==> src/rtl/axi4_wb_drop_responder.sv <==
// rtl/axi4_wb_drop_responder.sv - W/B write-path responder for forwarded and dropped bursts
// Routes W by the head routing decision and merges downstream B with locally injected B.
module axi4_wb_drop_responder #(
  parameter int AXI_DATA_WIDTH   = 32,
  parameter int AXI_ID_WIDTH     = 4,
  parameter int AXI_USER_WIDTH   = 4,
  parameter int TRANS_FIFO_DEPTH = 4
) (
  input  logic                        axi4_aclk,
  input  logic                        axi4_arstn,

  input  logic                        trans_valid,
  output logic                        trans_ready,
  input  logic                        trans_drop,
  input  logic [AXI_ID_WIDTH-1:0]     trans_id,
  input  logic                        trans_prefetch,
  input  logic                        trans_hit,

  input  logic [AXI_DATA_WIDTH-1:0]   s_axi4_wdata,
  input  logic [AXI_DATA_WIDTH/8-1:0] s_axi4_wstrb,
  input  logic                        s_axi4_wlast,
  input  logic [AXI_USER_WIDTH-1:0]   s_axi4_wuser,
  input  logic                        s_axi4_wvalid,
  output logic                        s_axi4_wready,

  output logic [AXI_DATA_WIDTH-1:0]   m_axi4_wdata,
  output logic [AXI_DATA_WIDTH/8-1:0] m_axi4_wstrb,
  output logic                        m_axi4_wlast,
  output logic [AXI_USER_WIDTH-1:0]   m_axi4_wuser,
  output logic                        m_axi4_wvalid,
  input  logic                        m_axi4_wready,

  input  logic [AXI_ID_WIDTH-1:0]     m_axi4_bid,
  input  logic [1:0]                  m_axi4_bresp,
  input  logic [AXI_USER_WIDTH-1:0]   m_axi4_buser,
  input  logic                        m_axi4_bvalid,
  output logic                        m_axi4_bready,

  output logic [AXI_ID_WIDTH-1:0]     s_axi4_bid,
  output logic [1:0]                  s_axi4_bresp,
  output logic [AXI_USER_WIDTH-1:0]   s_axi4_buser,
  output logic                        s_axi4_bvalid,
  input  logic                        s_axi4_bready
);

  localparam int PW = $clog2(TRANS_FIFO_DEPTH);

  typedef struct packed {
    logic                    drop;
    logic                    prefetch;
    logic                    hit;
    logic [AXI_ID_WIDTH-1:0] id;
  } dec_t;

  typedef struct packed {
    logic                    prefetch;
    logic                    hit;
    logic [AXI_ID_WIDTH-1:0] id;
  } inj_t;

  typedef enum logic [1:0] {
    SEL_NONE = 2'd0,
    SEL_FWD  = 2'd1,
    SEL_INJ  = 2'd2
  } sel_e;

  dec_t        r_dec_mem [TRANS_FIFO_DEPTH];
  logic [PW:0] r_dec_wr;
  logic [PW:0] r_dec_rd;
  inj_t        r_inj_mem [TRANS_FIFO_DEPTH];
  logic [PW:0] r_inj_wr;
  logic [PW:0] r_inj_rd;
  sel_e        r_sel;

  dec_t        w_dec_head;
  inj_t        w_inj_head;
  logic        w_dec_empty;
  logic        w_dec_full;
  logic        w_dec_push;
  logic        w_dec_pop;
  logic        w_inj_empty;
  logic        w_inj_full;
  logic        w_inj_push;
  logic        w_inj_pop;
  logic        w_w_hs;
  logic [1:0]  w_inj_resp;
  sel_e        w_sel;

  // Pointers carry one extra wrap bit so full and empty are distinguishable.
  assign w_dec_empty = (r_dec_wr == r_dec_rd);
  assign w_dec_full  = (r_dec_wr[PW] != r_dec_rd[PW]) && (r_dec_wr[PW-1:0] == r_dec_rd[PW-1:0]);
  assign w_inj_empty = (r_inj_wr == r_inj_rd);
  assign w_inj_full  = (r_inj_wr[PW] != r_inj_rd[PW]) && (r_inj_wr[PW-1:0] == r_inj_rd[PW-1:0]);

  assign w_dec_head  = r_dec_mem[r_dec_rd[PW-1:0]];
  assign w_inj_head  = r_inj_mem[r_inj_rd[PW-1:0]];

  assign trans_ready = !w_dec_full;
  assign w_dec_push  = trans_valid && !w_dec_full;

  always_comb begin
    m_axi4_wdata  = s_axi4_wdata;
    m_axi4_wstrb  = s_axi4_wstrb;
    m_axi4_wlast  = s_axi4_wlast;
    m_axi4_wuser  = s_axi4_wuser;
    m_axi4_wvalid = 1'b0;
    s_axi4_wready = 1'b0;
    if (!w_dec_empty) begin
      if (!w_dec_head.drop) begin
        m_axi4_wvalid = s_axi4_wvalid;
        s_axi4_wready = m_axi4_wready;
      end else begin
        // A dropped burst may only finish when its B response has somewhere to go.
        s_axi4_wready = s_axi4_wlast ? !w_inj_full : 1'b1;
      end
    end
  end

  assign w_w_hs     = s_axi4_wvalid && s_axi4_wready;
  assign w_dec_pop  = w_w_hs && s_axi4_wlast;
  assign w_inj_push = w_dec_pop && w_dec_head.drop;

  // Prefetch drops answer like any other drop: only a TLB hit turns SLVERR into OKAY.
  always_comb begin
    w_inj_resp = 2'b10;
    case ({w_inj_head.prefetch, w_inj_head.hit})
      2'b01, 2'b11: w_inj_resp = 2'b00;
      default:      w_inj_resp = 2'b10;
    endcase
  end

  always_comb begin
    w_sel = r_sel;
    if (r_sel == SEL_NONE) begin
      if (!w_inj_empty) begin
        w_sel = SEL_INJ;
      end else if (m_axi4_bvalid) begin
        w_sel = SEL_FWD;
      end
    end
  end

  always_comb begin
    s_axi4_bvalid = 1'b0;
    s_axi4_bid    = '0;
    s_axi4_bresp  = 2'b00;
    s_axi4_buser  = '0;
    m_axi4_bready = 1'b0;
    case (w_sel)
      SEL_FWD: begin
        s_axi4_bvalid = m_axi4_bvalid;
        s_axi4_bid    = m_axi4_bid;
        s_axi4_bresp  = m_axi4_bresp;
        s_axi4_buser  = m_axi4_buser;
        m_axi4_bready = s_axi4_bready;
      end
      SEL_INJ: begin
        s_axi4_bvalid = 1'b1;
        s_axi4_bid    = w_inj_head.id;
        s_axi4_bresp  = w_inj_resp;
      end
      default: begin
      end
    endcase
  end

  assign w_inj_pop = (w_sel == SEL_INJ) && s_axi4_bready;

  always_ff @(posedge axi4_aclk) begin
    if (w_dec_push) begin
      r_dec_mem[r_dec_wr[PW-1:0]] <= {trans_drop, trans_prefetch, trans_hit, trans_id};
    end
    if (w_inj_push) begin
      r_inj_mem[r_inj_wr[PW-1:0]] <= {w_dec_head.prefetch, w_dec_head.hit, w_dec_head.id};
    end
  end

  always_ff @(posedge axi4_aclk or negedge axi4_arstn) begin
    if (!axi4_arstn) begin
      r_dec_wr <= '0;
      r_dec_rd <= '0;
      r_inj_wr <= '0;
      r_inj_rd <= '0;
    end else begin
      if (w_dec_push) r_dec_wr <= r_dec_wr + (PW+1)'(1);
      if (w_dec_pop)  r_dec_rd <= r_dec_rd + (PW+1)'(1);
      if (w_inj_push) r_inj_wr <= r_inj_wr + (PW+1)'(1);
      if (w_inj_pop)  r_inj_rd <= r_inj_rd + (PW+1)'(1);
    end
  end

  // A presented B is locked only while it stalls; an immediate handshake needs no lock.
  always_ff @(posedge axi4_aclk or negedge axi4_arstn) begin
    if (!axi4_arstn) begin
      r_sel <= SEL_NONE;
    end else if (r_sel == SEL_NONE) begin
      if ((w_sel != SEL_NONE) && !s_axi4_bready) begin
        r_sel <= w_sel;
      end
    end else if (s_axi4_bvalid && s_axi4_bready) begin
      r_sel <= SEL_NONE;
    end
  end

endmodule

==> config.mk <==
export PLATFORM = sky130hd
export DESIGN_NAME = axi4_wb_drop_responder
export DESIGN_NICKNAME = d
export VERILOG_FILES = /design/src/rtl/axi4_wb_drop_responder.sv
export SDC_FILE = /design/constraint.sdc
export NUM_CORES = 1
export LEC_CHECK = 0
export BUFFER_PORTS_ARGS = -buffer_cell sky130_fd_sc_hd__buf_2
export CAP_MARGIN = 40
export CORE_MARGIN = 2
export CORE_UTILIZATION = 30
export DETAILED_ROUTE_END_ITERATION = 6
export HOLD_SLACK_MARGIN = 0.02
export PLACE_DENSITY = 0.62
export REMOVE_ABC_BUFFERS = 1
export SYNTH_ARGS = -nofsm -noshare
export SYNTH_HDL_FRONTEND = slang
export SYNTH_SLANG_ARGS = --single-unit
export TNS_END_PERCENT = 5
==> constraint.sdc <==
create_clock -name axi4_aclk -period 3.78 [get_ports axi4_aclk]
set_clock_uncertainty 0.1 [all_clocks]
set_input_delay 0.945 -clock axi4_aclk [delete_from_list [all_inputs] [get_ports axi4_aclk]]
set_output_delay 0.945 -clock axi4_aclk [all_outputs]
set_load 0.1 [all_outputs]
==> results of run 1 <==
[critical path, stage by stage, from the launching register on]
cell                      delay, ns
sky130_fd_sc_hd__dfrtp_1       0.40
sky130_fd_sc_hd__xnor2_1       0.25
sky130_fd_sc_hd__nor3b_2       0.30
sky130_fd_sc_hd__a31oi_1       0.20
sky130_fd_sc_hd__inv_1         0.10
sky130_fd_sc_hd__ha_1          0.35
sky130_fd_sc_hd__and2_1        0.17
sky130_fd_sc_hd__buf_2         0.42
[cells by family after synthesis]
kind of cell	Yosys count
adder cells (fa/ha/maj)	13
multiplexers	13
XOR/XNOR	15
AO/OA/AOI/OAI	17
flip-flops	58
AND/OR/NAND/NOR	39
buffers and inverters	56
[what timing repair did]
action	CTS	global route
endpoints found under the hold margin	0	0
setup buffers	0	0
cloned	0	0
resized for setup	6	3
setup endpoints to repair	6	12
[placed cells by master (no fill, tap or decap), types with 2 or more instances in the layout]
| cell | count |
|---|---|
| sky130_fd_sc_hd__buf_2 | 30 |
| sky130_fd_sc_hd__xnor2_1 | 10 |
| sky130_fd_sc_hd__nor2_1 | 9 |
| sky130_fd_sc_hd__mux4_1 | 5 |
| sky130_fd_sc_hd__nand2_1 | 5 |
| sky130_fd_sc_hd__and3_1 | 4 |
| sky130_fd_sc_hd__o21ai_0 | 3 |
| sky130_fd_sc_hd__clkbuf_8 | 10 |
| sky130_fd_sc_hd__a21oi_1 | 2 |
| sky130_fd_sc_hd__mux4_2 | 6 |
| sky130_fd_sc_hd__a31oi_1 | 2 |
| sky130_fd_sc_hd__a22oi_1 | 5 |
| sky130_fd_sc_hd__ha_1 | 12 |
| sky130_fd_sc_hd__buf_4 | 8 |
| sky130_fd_sc_hd__dfrtp_1 | 13 |
| sky130_fd_sc_hd__inv_1 | 9 |
| sky130_fd_sc_hd__edfxtp_1 | 44 |
| sky130_fd_sc_hd__and2_1 | 11 |
| sky130_fd_sc_hd__nand3_1 | 3 |
| sky130_fd_sc_hd__xor2_1 | 5 |
| sky130_fd_sc_hd__buf_12 | 3 |
| sky130_fd_sc_hd__clkbuf_1 | 5 |
[area by class of cell]
type / instances / area [sq um] / share of cell area
clock buffer: 15 / 156 / 0.0483
multi-input combinational: 97 / 937 / 0.289
tap: 133 / 166 / 0.0514
clock inverter: 1 / 3.75 / 0.00116
timing repair buffer: 41 / 270 / 0.0834
sequential: 58 / 1670 / 0.516
inverter: 9 / 33.8 / 0.0104
[power by group through the flow]
stage | sequential [mW] | clock (mW) | combinational [mW]
final | 1.01 | 0.470 | 1.79
after floorplan | 1.01 | 0 | 1.33
after detailed placement | 1.02 | 0 | 1.77
after global placement | 1.01 | 0 | 1.74
after global routing | 1.03 | 0.513 | 1.90
after CTS | 1.01 | 0.486 | 1.79
[flip-flops by register name, indices dropped and copies added (netlist names)]
name and count:
r_sel 2, r_inj_mem 20, r_dec_mem 24, r_inj_rd 3, r_dec_rd 3, r_dec_wr 3, r_inj_wr 3
[metal layers]
metal / up-vias / part of all wire
li1: 732 / -
met1: 781 / 0.44
met2: 90 / 0.39
met3: 13 / 0.16
met4: 0 / 0.014
met5: - / 0
[final timing paths]
path / endpoint / slack, ns / startpoint / cells after the start
hold / removal: r_inj_rd[0]$_DFFE_PN0P_ / 0.40 / axi4_arstn / 1
hold reg to reg: r_inj_wr[2]$_DFFE_PN0N_ / 0.40 / r_inj_wr[2]$_DFFE_PN0N_ / 1
setup reg to reg: r_sel[0]$_DFFE_PN0P_ / 1.12 / r_inj_wr[2]$_DFFE_PN0N_ / 9
setup / recovery: s_axi4_buser[2] / 0.23 / r_inj_wr[2]$_DFFE_PN0N_ / 7
max in group asynchronous: r_inj_rd[1]$_DFFE_PN0P_ / 2.93 / axi4_arstn / 1
min in group axi4_aclk: r_inj_wr[2]$_DFFE_PN0N_ / 0.40 / r_inj_wr[2]$_DFFE_PN0N_ / 1
[per-stage QoR]
stage	worst slack, ns	setup TNS (ns)	area [sq um]
2_1_floorplan	-0.397	-1.44	2640
3_3_place_gp	0.328	0	3060
3_5_place_dp	0.296	0	3060
4_1_cts	0.00654	0	3230
5_1_grt	0.0105	0	3240
6_report	0.229	0	3240
==> results.md, run 1 <==
* Hold-fix buffer count after cts at 0
* Average footprint of a synthesized cell at around 14 sq um
* # port buffers at 39
* Setup violation total in the final timing report at 0
* Share of flip-flops with an asynchronous set or reset at 0.241
* Master cell of the clock root buffer: sky130_fd_sc_hd__clkbuf_8
* Top-Level Pins at 121
* # clock sinks at between 50 and 60
* Router iterations before antenna repair at 4
* Netlist area before placement at 3020 sq um
* Most instantiated flip-flop cell in the synthesis netlist: sky130_fd_sc_hd__edfxtp_1
* Max rail drop VDD at roughly 1.0 mV
* Proportion of power drawn by flip-flops and latches at 0.308
* Most used routing layer: met1
* Gr ovfl total at 0
* Number of distinct library cells after synthesis at 36
* Detail-routed net length per standard cell at between 15 and 20 um
* Fraction of the mapped netlist area in simple logic gates at 0.0729
* Critical path class: flip-flop to primary output
* Via count at 1616
* Internal power at around 1.7 mW
* Data arrival, critical path at 2.51 ns
* Worst hold path type: input pin to asynchronous set/reset pin
* Sort of element at the start of the critical path: flip-flop
* Clock share of power at 0.144
* Number of buffers on the longest clock path at 2
* Area enclosed by the die boundary at 10900 sq um
* Post-route ant nets at 0
* Number of buffers created by CTS at 9
* Post-DR vias/cell at approximately 4.6
* Number of antenna violations at the first check in global routing at 0
* Synth Warn # at 0
* Synth area leaders: sky130_fd_sc_hd__edfxtp_1, sky130_fd_sc_hd__dfrtp_1, sky130_fd_sc_hd__buf_4
* Status: finished clean
* Critical Path RT at 2.73 ns
* Count of standard-cell rows at 36
* Dominant cell type by area after synthesis: sky130_fd_sc_hd__edfxtp_1
* Synth Area in Compound Gates at 0.0406
* Initial core utilization at 0.309
* Ratio of total power to cell area at 1010 nW/um^2
* Post-route total power at 3.26 mW
* Cell with the most instances after synthesis: sky130_fd_sc_hd__edfxtp_1
* Synth cell count leaders: sky130_fd_sc_hd__edfxtp_1, sky130_fd_sc_hd__buf_4, sky130_fd_sc_hd__dfrtp_1
* Unrepaired setup endpoints after global routing: false
* DR iter-0 viols at 54
* Relative slew margins at 0.662
* Half-perimeter wire length after placement at a little under 5000 um
* Max-cap check violation count at 0
* Switching portion of total power at 0.470
* Period minus WS final at 3.55 ns
* Residual DRC count at 0
* Antenna diode count at 0
* Synthesized-area fraction occupied by adder cells at 0.0538
* Post-layout util at 0.332
* Die boundary height at approximately 100 um
* Fraction of the cycle the final worst path needs at 0.939
* Floorplan die width at ~100 um
* Portion of synthesized cell area occupied by the leading cell type at 0.437
* Fraction of met2 tracks used by global routing at 0.152
* Final hold vios at 0
* Area growth syn-to-layout at 7.25%
* Number of global-route vias before repair at 1642
* Inst Count DP at 338
* Register bit count reported by yosys at 58
* Leak at between 1 and 1.5 nW
* Max Clk Rate at roughly 0.28 GHz
* Clock tree from TritonCTS: done
* Worst Tran Pin Value at roughly 0.5 ns
* Global-route wire length before repair at just under 10000 um
* Type of element capturing the critical path: primary output
* Largest net degree at the start of global routing at 15
* Layout cells sized above 1 at 0.308
* Comb power frac at 0.548
* Maximum level of the CTS H-tree at 3
* Count of mapped cells out of synthesis at 211
* Share of cell area taken by muxes after synthesis at 0.0969
* Tightest hold margin at between 0.3 and 0.4 ns
* Switching Power at around 1.5 mW
* Largest fanout on the critical path at 12
* Number of inserted filler cells in the final layout at 980
* Grt met1 use at 0.154
* Clock slew at the register clock pins of the worst setup and hold paths at approximately 0.06 ns
* Dominant combinational cell family by area after synthesis: buffers and inverters
* Overall track demand over capacity in global routing at 0.126
* Gp weighted congestion at 0.709
* Count of flip-flops with a built-in enable after synthesis at 44
* Final WL at 6540 um
* Number of slew-limit violations in the final report at 0
* Number of standard cells in the final layout excluding fillers at between 300 and 400
* Synth Area in XOR/XNOR at 0.0435
* Sequential-to-total area share from yosys stat at 0.553
* Met3 global-route usage at 0.112
* Clock latency on the worst-skew pair at 0.34 ns
* Nets@finish at 294
* Core ar. at slightly below 10000 sq um
Power figures use the tool's default switching activity.
==> inputs of run 2 (changes only) <==
--- a/config.mk
+++ b/config.mk
@@ -8,9 +8,12 @@
 export BUFFER_PORTS_ARGS = -buffer_cell sky130_fd_sc_hd__buf_2
 export CAP_MARGIN = 40
+export CELL_PAD_IN_SITES_DETAIL_PLACEMENT = 1
+export CELL_PAD_IN_SITES_GLOBAL_PLACEMENT = 2
 export CORE_MARGIN = 2
 export CORE_UTILIZATION = 30
+export CTS_CLUSTER_DIAMETER = 200
 export DETAILED_ROUTE_END_ITERATION = 6
 export HOLD_SLACK_MARGIN = 0.02
-export PLACE_DENSITY = 0.62
+export PLACE_DENSITY = 0.85
 export REMOVE_ABC_BUFFERS = 1
 export SYNTH_ARGS = -nofsm -noshare
--- a/constraint.sdc
+++ b/constraint.sdc
@@ -3,3 +3,3 @@
 set_input_delay 0.945 -clock axi4_aclk [delete_from_list [all_inputs] [get_ports axi4_aclk]]
 set_output_delay 0.945 -clock axi4_aclk [all_outputs]
-set_load 0.1 [all_outputs]
+set_load 0.02 [all_outputs]
==> results.md, run 2 (synthesis gave the netlist of run 1 again) <==
* Status: finished clean
* Post-route total power at 2.65 mW (-19%)
* Flip-flop count of the largest register after layout at 24 (unchanged)
* Cell-by-cell trace of the critical path: xor2_1, nor3b_2, a31oi_2, inv_1, ha_1, a21oi_1, nor2_1, buf_2
* Number of buffers created by CTS at 9 (unchanged)
* Overall track demand over capacity in global routing at 0.128 (+0.00219)
* DR iter-0 viols at 106 (+96%)
* Unrepaired setup endpoints after global routing: false
* Switching portion of total power at 0.358 (-0.112)
* Final TNS setup at 0 ns (unchanged)
* Post-route ant nets at 0 (unchanged)
* Post-DR vias/cell at 4.54 (-0.46%)
* Hold-fix buffer count after cts at 0 (unchanged)
* Ratio of total power to cell area at 824 nW/um^2 (-18%)
* Fraction of the cycle the final worst path needs at 0.920 (-0.0198)
* Final hold vios at 0 (unchanged)
* Router iterations before antenna repair at 4 (unchanged)
* Inst Count DP at 337 (-0.30%)
* Switching Power at 950 uW (-38%)
* Worst hold start: r_inj_wr[2]$_DFFE_PN0N_
* Gp weighted congestion at 0.705 (-0.56%)
* Clock latency on the worst-skew pair at 0.33 ns (about the same)
* Highest-count cells in the layout ignoring fill and taps: sky130_fd_sc_hd__edfxtp_1, sky130_fd_sc_hd__buf_2, sky130_fd_sc_hd__dfrtp_1, sky130_fd_sc_hd__ha_1, sky130_fd_sc_hd__and2_1
* Max Clk Rate at 0.288 GHz (+2.2%)
* Number of antenna violations at the first check in global routing at 0 (unchanged)
* # port buffers at 39 (unchanged)
* Area growth syn-to-layout at 6.67%
* Worst hold path type: flip-flop to flip-flop
* Startpoint of the worst setup timing path: r_inj_rd[1]$_DFFE_PN0P_
* Register-to-Register Setup Slack at 1.02 ns (-0.10 ns)
* Global-route wire length before repair at 10300 um (+3.9%)
* Nets@finish at 293 (-0.34%)
* Tightest hold margin at 0.389 ns (-0.00723 ns)
* Number of standard cells in the final layout excluding fillers at 353 (-0.28%)
* Die boundary height at 104 um (unchanged)
* Peak per-stage delay on the critical path at 0.53 ns (+0.11 ns)
* Gr ovfl total at 0 (unchanged)
* Clock tree from TritonCTS: done
* Count of standard-cell rows at 36 (unchanged)
* Sort of element at the start of the critical path: flip-flop
* Clock share of power at 0.223 (+0.079)
* Worst hold path endpoint: r_inj_wr[2]$_DFFE_PN0N_
* Top-Level Pins at 121 (unchanged)
* Type of element capturing the critical path: primary output
* Residual DRC count at 0 (unchanged)
* Number of global-route vias before repair at 1746 (+6.3%)
* Critical Path RT at 2.73 ns (about the same)
* Maximum level of the CTS H-tree at 3 (unchanged)
* Setup violation total in the final timing report at 0 (unchanged)
* Proportion of power drawn by flip-flops and latches at 0.387 (+0.079)
* # clock sinks at 58 (unchanged)
* Data arrival, critical path at 2.43 ns (-0.08 ns)
* Detail-routed net length per standard cell at 19.2 um (+3.9%)
* Core ar. at 9770 sq um (unchanged)
* Period minus WS final at 3.48 ns (-0.0748 ns)
* Most common cell after layout, fill and taps aside: sky130_fd_sc_hd__edfxtp_1
* Leak at 1.29 nW (+0.21%)
* Area enclosed by the die boundary at 10900 sq um (unchanged)
* Slowest CP cell: sky130_fd_sc_hd__dfrtp_1
* Post-layout util at 0.330 (-0.00179)
* Max-cap check violation count at 0 (unchanged)
* Floorplan die width at 104 um (unchanged)
* Cell depth of the worst hold path at 1
* FF-to-FF path depth at 9 (unchanged)
* Buffers & Inverters on Critical Path at 2 (unchanged)
* Max rail drop VDD at 0.241 mV (-77%)
* Kind of cell adding the most delay to the critical path: flip-flops
* Crit Reg-Reg Startpoint: r_inj_rd[1]$_DFFE_PN0P_
* Number of buffers on the longest clock path at 2 (unchanged)
* Largest fanout on the critical path at 12 (unchanged)
* Internal power at 1.70 mW (-1.5%)
* Half-perimeter wire length after placement at 5030 um (+4.8%)
* Number of slew-limit violations in the final report at 0 (unchanged)
* Critical path class: flip-flop to primary output
* Largest net degree at the start of global routing at 15 (unchanged)
* Master cell of the clock root buffer: sky130_fd_sc_hd__clkbuf_8
* Comb power frac at 0.390 (-0.158)
* Reg-to-reg endpoint: r_sel[0]$_DFFE_PN0P_
* Final WL at 6770 um (+3.6%)
* Relative slew margins at 0.606 (-0.0565)
* Clock slew at the register clock pins of the worst setup and hold paths at 0.06 ns (about the same)
* Antenna diode count at 0 (unchanged)
* Layout cells sized above 1 at 0.314 (+0.00594)
* Via count at 1604 (-0.74%)
* Worst Tran Pin Value at 0.589 ns (+0.0843 ns)
* Initial core utilization at 0.309 (unchanged)
## run 2: how the worst max path moves through the flow
| stage | end | slack, ns | cells past startpoint |
|---|---|---|---|
| floorplan | s_axi4_bresp[1] | 0.72 | 7 |
| global placement | s_axi4_bid[1] | 0.54 | 7 |
| detailed placement | s_axi4_bid[0] | 0.49 | 8 |
| CTS | s_axi4_bid[0] | 0.05 | 8 |
| global route | s_axi4_bvalid | 0.02 | 8 |
| finish | s_axi4_bvalid | 0.30 | 8 |
## run 2: per-layer routing
layer	vias up	track usage	part of all wire
met5	-	0.0476	0.0058
met4	2	0.0309	0.0068
met3	7	0.0996	0.13
met2	83	0.174	0.41
met1	788	0.154	0.44
li1	724	-	-
## run 2: layout make-up
cell class	count	area (sq um)
Clock buffer	9	124
Clock inverter	7	83.8
Fill cell	1043	6550
Inverter	9	33.8
Multi-Input combinational cell	97	941
Sequential cell	58	1670
Tap cell	133	166
Timing Repair Buffer	40	203
## run 2: through the flow
stage	cell area, sq um	worst slack (ns)
floorplan	2640	0.725
global placement	3000	0.541
detailed placement	3000	0.491
CTS	3210	0.0465
global route	3220	0.0249
finish	3220	0.304
## run 2: worst register-to-register path, cell delays in order (launching register included)
cell and delay, ns:
sky130_fd_sc_hd__dfrtp_1 0.50, sky130_fd_sc_hd__xor2_1 0.23, sky130_fd_sc_hd__nor3b_2 0.31, sky130_fd_sc_hd__o21ai_0 0.18
sky130_fd_sc_hd__inv_1 0.11, sky130_fd_sc_hd__ha_1 0.35, sky130_fd_sc_hd__a21oi_1 0.13, sky130_fd_sc_hd__or3b_2 0.48
sky130_fd_sc_hd__a22oi_1 0.20, sky130_fd_sc_hd__nor2_1 0.06
## run 2: power groups by stage
stage	Sequential [mW]	Combinational, mW	Clock, mW
2_1_floorplan	1.01	0.751	0
3_3_place_gp	1.03	1.00	0
6_report	1.03	1.03	0.592
3_5_place_dp	1.05	1.04	0
4_1_cts	1.04	1.05	0.609
5_1_grt	1.05	1.15	0.632
## run 2: what timing repair did
item | in CTS | in global routing
resized for setup | 0 | 2
buffers inserted | 0 | 0
endpoints found under the setup margin | 0 | 12
==> inputs of run 3 (changes only) <==
ABC_AREA = 1   (was unset)
CELL_PAD_IN_SITES_DETAIL_PLACEMENT = 2   (was 1)
PLACE_DENSITY = 0.91   (was 0.85)
==> results.md, run 3 <==
* Netlist area before placement at 3110 sq um (+3.0%)
* Max rail drop VDD at 0.331 mV (+37%)
* Unrepaired setup endpoints after global routing: false
* Antenna diode count at 0 (unchanged)
* # clock sinks at 58 (unchanged)
* Global-route wire length before repair at 13700 um (+33%)
* Portion of synthesized cell area occupied by the leading cell type at 0.425 (-0.0127)
* Synth cell count leaders: sky130_fd_sc_hd__nand2_1, sky130_fd_sc_hd__edfxtp_1, sky130_fd_sc_hd__buf_4
* Final hold vios at 0 (unchanged)
* Overall track demand over capacity in global routing at 0.167 (+0.0389)
* Max Clk Rate at 0.290 GHz (+0.63%)
* Ratio of total power to cell area at 849 nW/um^2 (+3.1%)
* Floorplan die width at 106 um (+1.4%)
* Most common cell after layout, fill and taps aside: sky130_fd_sc_hd__nand2_1
* Synth Warn # at 0 (unchanged)
* Sequential-to-total area share from yosys stat at 0.537 (-0.0160)
* Number of buffers on the longest clock path at 2 (unchanged)
* Max-cap check violation count at 0 (unchanged)
* Half-perimeter wire length after placement at 6690 um (+33%)
* Synth area leaders: sky130_fd_sc_hd__edfxtp_1, sky130_fd_sc_hd__dfrtp_1, sky130_fd_sc_hd__buf_4
* Number of distinct library cells after synthesis at 28 (-22%)
* Status: finished clean
* Register bit count reported by yosys at 58 (unchanged)
* Dominant cell type by area after synthesis: sky130_fd_sc_hd__edfxtp_1
* Gr ovfl total at 0 (unchanged)
* Largest net degree at the start of global routing at 17 (+2)
* Residual DRC count at 0 (unchanged)
* Nets@finish at 395 (+35%)
* Highest-count cells in the layout ignoring fill and taps: sky130_fd_sc_hd__nand2_1, sky130_fd_sc_hd__edfxtp_1, sky130_fd_sc_hd__buf_2, sky130_fd_sc_hd__nor2_1, sky130_fd_sc_hd__inv_1
* Via count at 2187 (+36%)
* Largest fanout on the critical path at 12 (unchanged)
* Post-route total power at 2.85 mW (+7.4%)
* DR iter-0 viols at 60 (-43%)
* Count of standard-cell rows at 37 (+2.8%)
* Setup violation total in the final timing report at 0 (unchanged)
* Initial core utilization at 0.306 (-0.00361)
* Gp weighted congestion at 0.753 (+6.8%)
* Post-CTS setup buffer count at 0 (unchanged)
* Area growth syn-to-layout at 7.92%
* Master cell of the clock root buffer: sky130_fd_sc_hd__clkbuf_8
* Flip-flop count of the largest register after layout at 24 (unchanged)
* Relative slew margins at 0.594 (-0.0119)
* Number of global-route vias before repair at 2386 (+37%)
* Crit Reg-Reg Startpoint: r_dec_rd[0]$_DFFE_PN0N_
* Data arrival, critical path at 2.41 ns (-0.02 ns)
* Layout cells sized above 1 at 0.230 (-0.0838)
* Count of mapped cells out of synthesis at 314 (+49%)
* Cell with the most instances after synthesis: sky130_fd_sc_hd__nand2_1
* Router iterations before antenna repair at 4 (unchanged)
* Core ar. at 10200 sq um (+4.2%)
* Most instantiated flip-flop cell in the synthesis netlist: sky130_fd_sc_hd__edfxtp_1
* Critical path class: flip-flop to primary output
* Maximum level of the CTS H-tree at 3 (unchanged)
* Count of flip-flops with a built-in enable after synthesis at 44 (unchanged)
* Clock slew at the register clock pins of the worst setup and hold paths at 0.07 ns (about the same)
* Worst Tran Pin Value at 0.607 ns (+0.0183 ns)
* Share of flip-flops with an asynchronous set or reset at 0.241 (unchanged)
* Area enclosed by the die boundary at 11200 sq um (+2.9%)
* Post-route ant nets at 0 (unchanged)
* Average footprint of a synthesized cell at 9.91 sq um (-31%)
* Detail-routed net length per standard cell at 19.3 um (+0.72%)
* Type of element capturing the critical path: primary output
* Startpoint of the worst setup timing path: r_inj_rd[1]$_DFFE_PN0P_
* Number of buffers created by CTS at 9 (unchanged)
* Die boundary height at 106 um (+1.4%)
* Fraction of the cycle the final worst path needs at 0.914 (-0.00578)
* Number of antenna violations at the first check in global routing at 0 (unchanged)
* Final TNS setup at 0 ns (unchanged)
* Number of slew-limit violations in the final report at 0 (unchanged)
* Period minus WS final at 3.45 ns (-0.0219 ns)
* Clock tree from TritonCTS: done
* Worst hold path type: input pin to asynchronous set/reset pin
* Clock latency on the worst-skew pair at 0.35 ns (+0.02 ns)
* Final WL at 8850 um (+31%)
* Top-Level Pins at 121 (unchanged)
* Critical Path RT at 2.73 ns (about the same)
* Sort of element at the start of the critical path: flip-flop
* # port buffers at 39 (unchanged)
* Leak at 1.46 nW (+13%)
* Post-DR vias/cell at 4.78 (+5.1%)
-- run 3: changes by cell type after synthesis, sizes merged, moves of 5 or more --
cell	before	now
and2	11	0
nor2	9	34
xnor2	10	2
nand2	5	61
inv	9	35
a21oi	2	12
o21ai	4	19
o22ai	0	9
a22oi	5	0
mux4	11	0
-- run 3: cell families after synthesis --
| kind of cell | count (synthesis) | share of synthesized area |
|---|---|---|
| AOI/OAI and AO/OA | 42 | 0.0724 |
| DFF | 58 | 0.537 |
| and+or+nand+nor | 110 | 0.165 |
| buffers and inverters | 83 | 0.151 |
| xor gates and xnor gates | 8 | 0.0225 |
| adders and majority gates | 13 | 0.0523 |
-- run 3: power by group --
group	leakage, nW	internal [mW]	switching [mW]
logic	0.783	0.394	0.822
clock network	0.104	0.366	0.247
registers	0.571	0.886	0.135
-- run 3: through the flow --
step                 util  hold slack [ns]  area (sq um)  instances  setup WS, ns
detailed placement  0.309            0.390          3150        442         0.533
global route        0.330            0.405          3360        458        0.0673
global placement    0.309            0.384          3150        442         0.667
floorplan               -            0.363          2770        266         0.796
finish              0.330            0.389          3360        458         0.326
CTS                 0.329            0.384          3360        458         0.136
-- run 3: area by class of cell --
cell class,count,area [sq um]
timing repair buffer,40,203
inverter,35,131
multi-input combinational,173,973
tap,136,170
fill,1110,6830
clock inverter,6,81.3
clock buffer,10,128
sequential,58,1670
-- run 3: final timing paths --
kind | end | slack [ns] | depth (start not counted)
setup / recovery | s_axi4_bid[2] | 0.33 | 9
hold / removal | r_inj_wr[2]$_DFFE_PN0N_ | 0.39 | 1
setup reg to reg | r_inj_mem[3][3]$_DFFE_PP_ | 1.25 | 9
hold reg to reg | r_dec_wr[2]$_DFFE_PN0P_ | 0.40 | 1
max in group asynchronous | r_dec_wr[1]$_DFFE_PN0P_ | 2.93 | 1
min in group axi4_aclk | r_dec_wr[2]$_DFFE_PN0P_ | 0.40 | 1
-- run 3: timing repair --
item | 4_1_cts | 5_1_grt
endpoints found under the hold margin | 0 | 0
resized for setup | 0 | 1
setup endpoints to repair | 0 | 2
hold buffers | 0 | 0
-- run 3: worst max-delay path, stage by stage, from the launching register on --
cell and delay [ns]:
sky130_fd_sc_hd__dfrtp_1 0.53, sky130_fd_sc_hd__inv_2 0.13, sky130_fd_sc_hd__nand2_1 0.09, sky130_fd_sc_hd__nand2_1 0.11
sky130_fd_sc_hd__nor3b_2 0.23, sky130_fd_sc_hd__o21a_1 0.21, sky130_fd_sc_hd__ha_2 0.32, sky130_fd_sc_hd__nand2_1 0.08
sky130_fd_sc_hd__a21oi_1 0.17, sky130_fd_sc_hd__buf_2 0.19
-- run 3: layer usage --
layer	wire, um	vias to the layer above	GRT usage
met5	27	-	0.0476
met4	172	2	0.0780
met3	912	15	0.0884
met2	4130	93	0.261
met1	3600	1081	0.184
li1	-	996	-
